[src/rtl/camera_pattern_source.sv]
// camera_pattern_source: transmit end of the camera pixel interface.
// Emits ramp, checker, solid or LFSR frames as a byte-serial stream.
module camera_pattern_source #(
   parameter int IMG_W  = 64,
   parameter int IMG_H  = 48,
   parameter int BPP    = 3,
   parameter int HBLANK = 4
) (
   input  logic       clk,
   input  logic       rst_n,
   input  logic       enable,
   input  logic       pause,
   input  logic [1:0] pattern_sel,
   input  logic [7:0] solid_value,
   output logic       data_valid,
   output logic [7:0] camera_data,
   output logic       line_end,
   output logic       frame_done,
   output logic       busy
);

   localparam int XW = (IMG_W > 1) ? $clog2(IMG_W) : 1;
   localparam int YW = (IMG_H > 1) ? $clog2(IMG_H) : 1;
   localparam int CW = (BPP > 1) ? $clog2(BPP) : 1;
   localparam int BW = (HBLANK > 1) ? $clog2(HBLANK) : 1;

   localparam logic [XW-1:0] XMAX = XW'(IMG_W - 1);
   localparam logic [YW-1:0] YMAX = YW'(IMG_H - 1);
   localparam logic [CW-1:0] CMAX = CW'(BPP - 1);
   localparam logic [BW-1:0] BMAX = BW'((HBLANK > 0) ? HBLANK - 1 : 0);

   typedef enum logic [1:0] {IDLE, ACTIVE, BLANK, DONE} state_t;

   state_t        state_q;
   logic [XW-1:0] x_q;
   logic [YW-1:0] y_q;
   logic [CW-1:0] ch_q;
   logic [BW-1:0] blank_q;
   logic [7:0]    lfsr_q;
   logic          en_q;
   logic [1:0]    sel_q;
   logic [7:0]    solid_q;
   logic          valid_q;
   logic [7:0]    data_q;
   logic          le_q;
   logic          fd_q;
   logic          busy_q;

   logic          start_d;
   logic          emit_d;
   logic [1:0]    sel_d;
   logic [7:0]    solid_d;
   logic [7:0]    lfsr_cur;
   logic [7:0]    lfsr_d;
   logic [7:0]    byte_d;

   // On the start edge the frame settings come straight from the inputs.
   always_comb begin
      start_d  = (state_q == IDLE) && enable && !en_q;
      emit_d   = !pause && enable && (start_d || state_q == ACTIVE);
      sel_d    = start_d ? pattern_sel : sel_q;
      solid_d  = start_d ? solid_value : solid_q;
      lfsr_cur = start_d ? 8'hA5 : lfsr_q;
      lfsr_d   = {lfsr_cur[6:0],
                  lfsr_cur[7] ^ lfsr_cur[5] ^ lfsr_cur[4] ^ lfsr_cur[3]};
      byte_d   = 8'h00;
      unique case (sel_d)
         2'd0: byte_d = 8'(x_q) + 8'(y_q) + 8'({ch_q, 6'b0});
         2'd1: byte_d = (((32'(x_q) ^ 32'(y_q)) & 32'd8) != 0) ? 8'hFF : 8'h00;
         2'd2: byte_d = solid_d;
         default: byte_d = lfsr_cur;
      endcase
   end

   always_ff @(posedge clk) begin
      if (!rst_n) begin
         state_q <= IDLE;
         x_q     <= '0;
         y_q     <= '0;
         ch_q    <= '0;
         blank_q <= '0;
         lfsr_q  <= 8'hA5;
         en_q    <= 1'b0;
         sel_q   <= '0;
         solid_q <= '0;
         valid_q <= 1'b0;
         data_q  <= '0;
         le_q    <= 1'b0;
         fd_q    <= 1'b0;
         busy_q  <= 1'b0;
      end else begin
         en_q    <= enable;
         valid_q <= 1'b0;
         le_q    <= 1'b0;
         fd_q    <= 1'b0;
         unique case (state_q)
            IDLE: begin
               if (start_d) begin
                  state_q <= ACTIVE;
                  busy_q  <= 1'b1;
                  sel_q   <= pattern_sel;
                  solid_q <= solid_value;
                  lfsr_q  <= 8'hA5;
               end
            end
            ACTIVE, BLANK: begin
               if (!enable) begin
                  state_q <= IDLE;
                  busy_q  <= 1'b0;
                  x_q     <= '0;
                  y_q     <= '0;
                  ch_q    <= '0;
                  blank_q <= '0;
               end else if (state_q == BLANK && !pause) begin
                  if (blank_q == BMAX) begin
                     blank_q <= '0;
                     state_q <= ACTIVE;
                  end else begin
                     blank_q <= blank_q + BW'(1);
                  end
               end
            end
            default: begin
               fd_q    <= 1'b1;
               busy_q  <= 1'b0;
               state_q <= IDLE;
            end
         endcase
         // Byte emission advances ch, then x, then y; overrides state.
         if (emit_d) begin
            valid_q <= 1'b1;
            data_q  <= byte_d;
            lfsr_q  <= lfsr_d;
            if (ch_q != CMAX) begin
               ch_q <= ch_q + CW'(1);
            end else begin
               ch_q <= '0;
               if (x_q != XMAX) begin
                  x_q <= x_q + XW'(1);
               end else begin
                  x_q  <= '0;
                  le_q <= 1'b1;
                  if (y_q == YMAX) begin
                     y_q     <= '0;
                     state_q <= DONE;
                  end else begin
                     y_q     <= y_q + YW'(1);
                     state_q <= (HBLANK > 0) ? BLANK : ACTIVE;
                  end
               end
            end
         end
      end
   end

   assign data_valid  = valid_q;
   assign camera_data = data_q;
   assign line_end    = le_q;
   assign frame_done  = fd_q;
   assign busy        = busy_q;

endmodule

[config.mk]
export PLATFORM = sky130hd
export DESIGN_NAME = camera_pattern_source
export DESIGN_NICKNAME = d
export VERILOG_FILES = /design/src/rtl/camera_pattern_source.sv
export SDC_FILE = /design/constraint.sdc
export NUM_CORES = 1
export LEC_CHECK = 0
export CELL_PAD_IN_SITES_DETAIL_PLACEMENT = 0
export CELL_PAD_IN_SITES_GLOBAL_PLACEMENT = 1
export CORE_UTILIZATION = 46
export DETAILED_ROUTE_END_ITERATION = 10
export PLACE_DENSITY_LB_ADDON = 0.1
export SLEW_MARGIN = 5
export SYNTH_ARGS = -nofsm -noshare
export SYNTH_HDL_FRONTEND = slang
export SYNTH_SLANG_ARGS = --single-unit
[constraint.sdc]
create_clock -name clk -period 4 [get_ports clk]
set_input_delay 0.6 -clock clk [delete_from_list [all_inputs] [get_ports clk]]
set_output_delay 0.6 -clock clk [all_outputs]
set_load 0.02 [all_outputs]
=== After elaboration in Yosys (flattened, before gate mapping) ===
Cells that the tools add are included.

* Word-level logic and storage cells: 96
* Bits in registers: 49
* Output and inout port bits: 12
* Input bits: 14

* Bitwise operators: 6
* Add/sub/neg operators: 6
* Multiplexer cells: 40
* Eq/ne operators: 12
* Reduce and logical (&&, ||, !) cells: 18

{| class="wikitable"
|+ Operator list
! kind !! number
|-
| 2-to-1 mux 6 bit || 11
|-
| 2-to-1 mux 8 bit || 5
|-
| 2-to-1 mux 2 bit || 15
|-
| case mux 8 bit (3 select lines) || 1
|-
| adder 6 x 1 -> 6 bit (second input constant) || 2
|-
| adder 7 x 8 -> 8 bit || 1
|-
| adder 6 x 6 -> 7 bit || 1
|-
| equality test 2 bit (second input constant) || 3
|-
| equality test 6 bit (second input constant) || 1
|-
| 2-to-1 mux 1 bit || 6
|-
| inequality test 2 bit (second input constant) || 3
|-
| inequality test 6 bit (second input constant) || 1
|-
| AND reduction 2 bit || 3
|-
| OR reduction 3 bit || 2
|-
| logical AND 1 bit || 5
|-
| adder 2 x 1 -> 2 bit (second input constant) || 2
|-
| equality test 2 x 1 -> 1 bit (second input constant) || 2
|-
| zero test 2 bit || 2
|-
| inequality test 2 x 1 -> 1 bit (second input constant) || 2
|-
| case mux 2 bit (2 select lines) || 1
|-
| nonzero test 2 bit || 2
|-
| bitwise XOR 4 bit || 1
|-
| bitwise XOR 1 bit || 3
|-
| zero test 1 bit || 2
|-
| other kinds (4) || 5
|}

=== Longest topological paths before layout ===
Gate-level depths: netlist (run 1).

* Depth in word-level cells: 8
* Gate-level depth with buffers: 9
* Depth with buffers taken out: 7

=== Worst setup path after synthesis (run 1) ===
No wires, ideal clock.

* Kind: input -> register
* From: input port enable
* To: register data_q[1], in the netlist camera_data[1]
* Cell stages on the path: 7
* Library setup time: 122 ps
* Path slack: 2079 ps
* Data required time: 3878 ps
* Arrival: 1799 ps
* Cells stage by stage: buf_6 -> and3b_1 -> buf_6 -> mux2_4 -> nor2_2 -> a2111oi_2 -> a311o_1

* Word-level cells in the longest chain between the ends: 5
* Elaborated cells on any way between the ends: 12

{| class="wikitable"
|+ Ends and longest elaborated chain
! what !! RTL line !! RTL
|-
| start, declared || 11 || <nowiki>input logic enable,</nowiki>
|-
| logical AND 1 bit (2 in a row) || 59 || <nowiki>start_d = (state_q == IDLE) && enable && !en_q;</nowiki>
|-
| 2-to-1 mux 2 bit || - ||
|-
| equality test 2 bit (tied with other cells) || 67 || <nowiki>unique case (sel_d)</nowiki>
|-
| case mux 8 bit (3 select lines) || 67 ||
|-
| end signal, assigned || 132 || <nowiki>data_q <= byte_d;</nowiki>
|-
| end, declared || 44 || <nowiki>logic [7:0] data_q;</nowiki>
|}

Several ways; a longest one is shown, not always the timed one.
A chain may end at the register's enable or synchronous reset.

=== Worst setup path after layout (run 1) ===
* From: input port enable
* To: register data_q[7], in the netlist camera_data[7]

Same word-level chain as after synthesis.

==> reports/results.ini, run 1 <==
[outcome]
result_of_the_run = finished clean

[yosys]
synthDistinctLibCells = 52
synth_top_flop_cell = sky130_fd_sc_hd__dfxtp_1
postSynthNetCount = 342
post_synth_instance_area_mm2 = 0.00265
postSynthAreaPerCell_um2 = 8.43
ys.warnings.count = 0
synth_sequential_area_ratio_pct = 37.1
synth_cells = 314
ys_seq_elements = 49
synth_async_sr_flop_share_pct = 0
synth_enable_flop_cells = 0

[global_routing]
global_route.usage.met3_pct = 3.88
grt-ovfl-total = 0
use_met2_pct = 35.8
first_global_vias = 2126
busiest_layer = met2
grt.met1_usage_pct = 28.8
grt_usage_pct = 21.9
antenna_violations_before_repair = 0
grt_pass1_wl_mm = 10.3
grt_max_degree = 34

[pwr]
ir_worst_vdd_mv = 0.179
power_density_over_the_cells_mw_per_mm2 = 337
power.leakage_nw = 1.17

[critical_path]
timing.critical_path.mode_cell = sky130_fd_sc_hd__mux2i_1
setup.worst_path.end_class = flop
setup.worst_path.start_class = input pin
critPathKind = input pin to flop
critical_path.max_stage_delay_ps = 800
r2r_setup_slack_ps = 1440
worstPathArrival_ps = 3000
crit_slowest_cell = sky130_fd_sc_hd__and3b_1
worstPathMaxFanout = 17
timing.critical_path.required_ps = 4220
path_cells = clkdlybuf4s50_1 > and3b_1 > mux2i_1 > buf_4 > and2_1 > mux2i_1 > a211oi_1

[floorplan]
coreArea_mm2 = 0.00554
initial_utilization_pct = 47.8
num_io_pins = 26
rows = 27
floorplan.die_area_mm2 = 0.00606
chipWidth_um = 77.9
die_height_um = 77.9

[cts]
cts_tree = done
cts.root.buffer_cell = sky130_fd_sc_hd__clkbuf_8
cts-buffers-inserted = 5
cts_max_path_buffers = 2
post_cts_setup_buffers = 0
cts_hold_buffers = 0
clock_sink_count = 49
clk-insertion-delay-late_ps = 310
cts-htree-levels = 2
worst_setup_hold_path_clk_slew_ps = 100
cts_repair_resize_count = 0

[timing]
final-hold-violation-count = 0
fmax_mhz = 360
slew_violations = 0
report.final.setup_viol = 0
timing.final.crit_share_pct = 69.5
finalWorstPathRequiredPeriod_ps = 2780
grt_setup_unrepaired = no
timing.hold.ws_ps = 470
final.setup_skew_ps = 10.1
setup_total_negative_slack_ps = 0
worstMarginPinSlew_ps = 902
max_slew_margin_pct = 39.9

[route]
routed-via-count = 2279
antenna_violating_nets_post_route = 0
route.detailed.drc = 0
vias_per_cell = 5.60
drt-pass1-iter-count = 4
postRouteWirelength_mm = 6.21
drt-wirelength-per-cell_um = 15.3
dr.first_iter.drc_count = 113

[finish]
mostFrequentLayoutCell = sky130_fd_sc_hd__dfxtp_1
filler_cell_count = 560
design.final.nets = 362
final_cell_mix = sky130_fd_sc_hd__dfxtp_1 (49), sky130_fd_sc_hd__nor2_1 (38), sky130_fd_sc_hd__a21oi_1 (29)
num_antenna_cells = 0
fraction_of_final_layout_cells_sized_beyond_drive_strength_1_pct = 5.37
syn_to_final_growth_pct = 15.2

[run]
drv.max_cap_violation_count = 0

[place]
portBuffers = 25
finalWeightedCongestion = 0.817
detailed_place_hpwl_mm = 4.44

[hold_path]
hold_path_class = flop to flop

[path summary, 6_finish.rpt]
| check | start | endpoint | depth (start not counted) |
|---|---|---|---|
| max reg2reg | state_q[0] | camera_data[7] | 8 |
| max | enable | camera_data[7] | 7 |
| min reg2reg | camera_data[4] | camera_data[4] | 2 |
| min | camera_data[4] | camera_data[4] | 2 |
[through the flow]
stage / instances / power [mW] / setup WS (ps) / util [%] / area [µm²]
finish: 407 / 1.03 / 1220 / 55.1 / 3050
CTS: 407 / 1.04 / 1220 / 55.1 / 3050
global route: 407 / 1.08 / 1110 / 55.1 / 3050
detailed placement: 399 / 0.663 / 926 / 52.9 / 2930
global placement: 399 / 0.663 / 991 / 52.9 / 2930
floorplan: 314 / 0.620 / 2080 / - / 2650
[Yosys cell counts (all sizes together), types with 3 or more instances]
cell type,n,area share [%]
nor2,40,5.9
inv,7,0.99
nand2b,5,1.2
dfxtp,49,37
o211a,3,1.1
nor3,9,1.7
o21ai,23,4.3
o31ai,4,1.1
buf,6,1.7
a211oi,6,1.7
nand3b,4,1.1
mux2i,12,4.5
nand2,16,2.3
a21oi,29,5.5
clkbuf,9,1.3
o21a,3,0.85
xnor2,6,2.0
and2,5,1.2
a31oi,3,0.71
o211ai,5,1.4
ha,13,6.1
nor2b,4,0.95
mux2,3,1.6
nand3,18,3.4
[cell type report]
class / count / area (µm²) / area share, %
inverters: 7 / 26.3 / 0.861
multi-input cells: 243 / 1560 / 51.1
flip-flops and latches: 49 / 981 / 32.2
repair buffers: 28 / 273 / 8.94
clock buffers: 6 / 82.6 / 2.71
well taps: 72 / 90.1 / 2.95
clock inverters: 2 / 37.5 / 1.23
[where the power goes]
part	internal, mW	switching [mW]
clock network	0.204	0.173
logic	0.0574	0.0765
registers	0.505	0.0132
total	0.766	0.263
[routing by layer]
layer / wire, µm / part of all wire [%]
met5: 0 / 0
met4: 97 / 1.6
met2: 2980 / 48
met1: 2910 / 47
met3: 227 / 3.7
[logic make-up (layout without fill, tap and decap cells)]
group	after synthesis	after routing	synth area share, %
xor gates and xnor gates	7	7	2.32
buffers and inverters	22	43	4.02
AOI/OAI and AO/OA	92	92	22.2
muxes	15	15	6.10
adders and majority gates	14	14	6.90
DFF	49	49	37.1
and+or+nand+nor	115	115	21.4
[worst max-delay path: cells and delay by family]
kind / cells / cell delay (ps)
simple gates: 2 / 930
buf+inv: 2 / 810
mux: 2 / 430
compound gates: 1 / 220
[state kept, by name, summed over array words and instances, names as in the netlist]
name and count:
sel_q 2, en_q 1, x_q 6, line_end 1
busy 1, lfsr_q 8, state_q 2, y_q 6
ch_q 2, data_valid 1, blank_q 2, camera_data 8
solid_q 8, frame_done 1
Power figures use the tool's default switching activity.
==> inputs of run 2 (changes only) <==
CORE_UTILIZATION = 39   (was 46)
clock period = 2.3 ns   (was 4 ns; I/O delays follow)
==> run 2 against run 1 <==
Effect of this change: total power rose by 78%; core utilization decreased by 5.7 points; clock power grew 78%; critical endpoint is now camera_data[1]; the flow now finishes with violations (design-rule violations); design area grew 4.6%.
==> reports/results.ini, run 2 (synthesis gave the netlist of run 1 again) <==
[pwr]
post-layout-total-power_mw = 1.83
p_comb_share_pct = 14.2
internal_power_mw = 1.35
p_seq_share_pct = 49.3
power_switching_mw = 0.480
ir_worst_vdd_mv = 0.235
power.leakage_nw = 1.25
power_density_over_the_cells_mw_per_mm2 = 574
power_frac_clock_pct = 36.6
sw_frac_of_total_pct = 26.3

[run]
drv.max_cap_violation_count = 0

[finish]
syn_to_final_growth_pct = 20.5
fraction_of_final_layout_cells_sized_beyond_drive_strength_1_pct = 9.97
num_antenna_cells = 0
design.final.nets = 378
final_cell_mix = sky130_fd_sc_hd__dfxtp_1 (48), sky130_fd_sc_hd__nor2_1 (38), sky130_fd_sc_hd__a21oi_1 (29)
instances_no_fill = 428
mostFrequentLayoutCell = sky130_fd_sc_hd__dfxtp_1

[global_routing]
grt_usage_pct = 19.5
grt-ovfl-total = 0
grt_max_degree = 24
grt_pass1_wl_mm = 11.0
antenna_violations_before_repair = 0
first_global_vias = 2238

[critical_path]
setup.worst_path.start_class = flop
crit-reg2reg-launch = state_q[1]
setup.worst_path.end_class = flop
cp-endpoint = camera_data[1]
critPathKind = flop to flop
timing.critical_path.required_ps = 2500
r2r_setup_slack_ps = 190
worstPathArrival_ps = 2310
worstPathMaxFanout = 10
worst_r2r_endpoint = camera_data[1]
rr_worst_depth = 8
crit_path_start = state_q[1]

[route]
postRouteWirelength_mm = 6.56
route.detailed.drc = 2
dr.first_iter.drc_count = 115
drt-wirelength-per-cell_um = 15.3
vias_per_cell = 5.47
antenna_violating_nets_post_route = 0
drt-pass1-iter-count = 9
routed-via-count = 2340

[cts]
post_cts_setup_buffers = 0
clock_sink_count = 49
cts_max_path_buffers = 2
clk-insertion-delay-late_ps = 310
cts-htree-levels = 2
cts-buffers-inserted = 5
worst_setup_hold_path_clk_slew_ps = 100
cts_hold_buffers = 0
cts_tree = done
cts.root.buffer_cell = sky130_fd_sc_hd__clkbuf_8

[timing]
timing.final.crit_share_pct = 91.9
report.final.setup_viol = 0
max_slew_margin_pct = 64.0
grt_setup_unrepaired = no
finalWorstPathRequiredPeriod_ps = 2110
timing.hold.ws_ps = 475
worstMarginPinSlew_ps = 527
final.setup_skew_ps = 5.82
slew_violations = 0
fmax_mhz = 473
final_critical_path_setup_slack_ps = 186
setup_total_negative_slack_ps = 0
final-hold-violation-count = 0

[place]
detailedPlace.worstSlack_ps = 32.3
detailed_place_hpwl_mm = 4.85
finalWeightedCongestion = 0.823
place.detailed.instances = 420
portBuffers = 25

[hold_path]
hold_path_class = flop to flop

[floorplan]
floorplan.die_area_mm2 = 0.00712
rows = 29
initial_utilization_pct = 41.0
die_height_um = 84.4
coreArea_mm2 = 0.00646
num_io_pins = 26
chipWidth_um = 84.4

[outcome]
violated_checks = design-rule violations
result_of_the_run = finished with violations

-- run 2: how the worst min path moves through the flow --
| stage | from | end | slack, ps | cells past startpoint |
|---|---|---|---|---|
| floorplan | solid_q[3] | solid_q[3] | 440 | 2 |
| global placement | solid_q[3] | solid_q[3] | 450 | 2 |
| detailed placement | solid_q[3] | solid_q[3] | 460 | 2 |
| CTS | solid_q[3] | solid_q[3] | 470 | 2 |
| global route | solid_q[3] | solid_q[3] | 510 | 2 |
| finish | solid_q[3] | solid_q[3] | 470 | 2 |
-- run 2: worst max-delay path: stages (launching register included) --
cell and delay [ps]:
sky130_fd_sc_hd__dfxtp_1 340, sky130_fd_sc_hd__inv_1 100, sky130_fd_sc_hd__ha_1 260, sky130_fd_sc_hd__and3b_1 360
sky130_fd_sc_hd__buf_12 180, sky130_fd_sc_hd__mux2_4 370, sky130_fd_sc_hd__nand3_1 100, sky130_fd_sc_hd__a21oi_1 40
sky130_fd_sc_hd__a311o_1 260
-- run 2: final cells by class --
| cell class | count | area [µm²] |
|---|---|---|
| clock buffer | 6 | 82.6 |
| clock inverter | 2 | 37.5 |
| fill | 663 | 3270 |
| inverter | 7 | 26.3 |
| multi-input combinational | 243 | 1560 |
| sequential | 49 | 982 |
| tap | 77 | 96.3 |
| timing repair buffer | 44 | 405 |
-- run 2: power by group through the flow --
stage	Combinational (mW)	Sequential (mW)	Clock, mW
after detailed placement	0.261	0.921	0
after global placement	0.259	0.921	0
after floorplan	0.157	0.922	0
after CTS	0.261	0.902	0.688
after global routing	0.285	0.908	0.723
final	0.259	0.902	0.669
-- run 2: timing repair --
action | CTS | global route
setup endpoints to repair | 0 | 1
resized for setup | 0 | 1
hold endpoints to repair | 0 | 0
-- run 2: through the flow --
stage	utilization (%)	area (µm²)
6_report	49.4	3190
5_1_grt	49.4	3190
4_1_cts	49.4	3190
3_5_place_dp	47.5	3070
3_3_place_gp	47.5	3070
2_1_floorplan	-	2650
-- run 2: layer usage --
layer	vias up	GRT usage, %	part of all wire, %
met3	9	3.44	2.7
met1	1083	26.6	51
li1	1214	-	-
met5	-	0	0
met2	34	31.7	45
met4	0	5.55	1.2
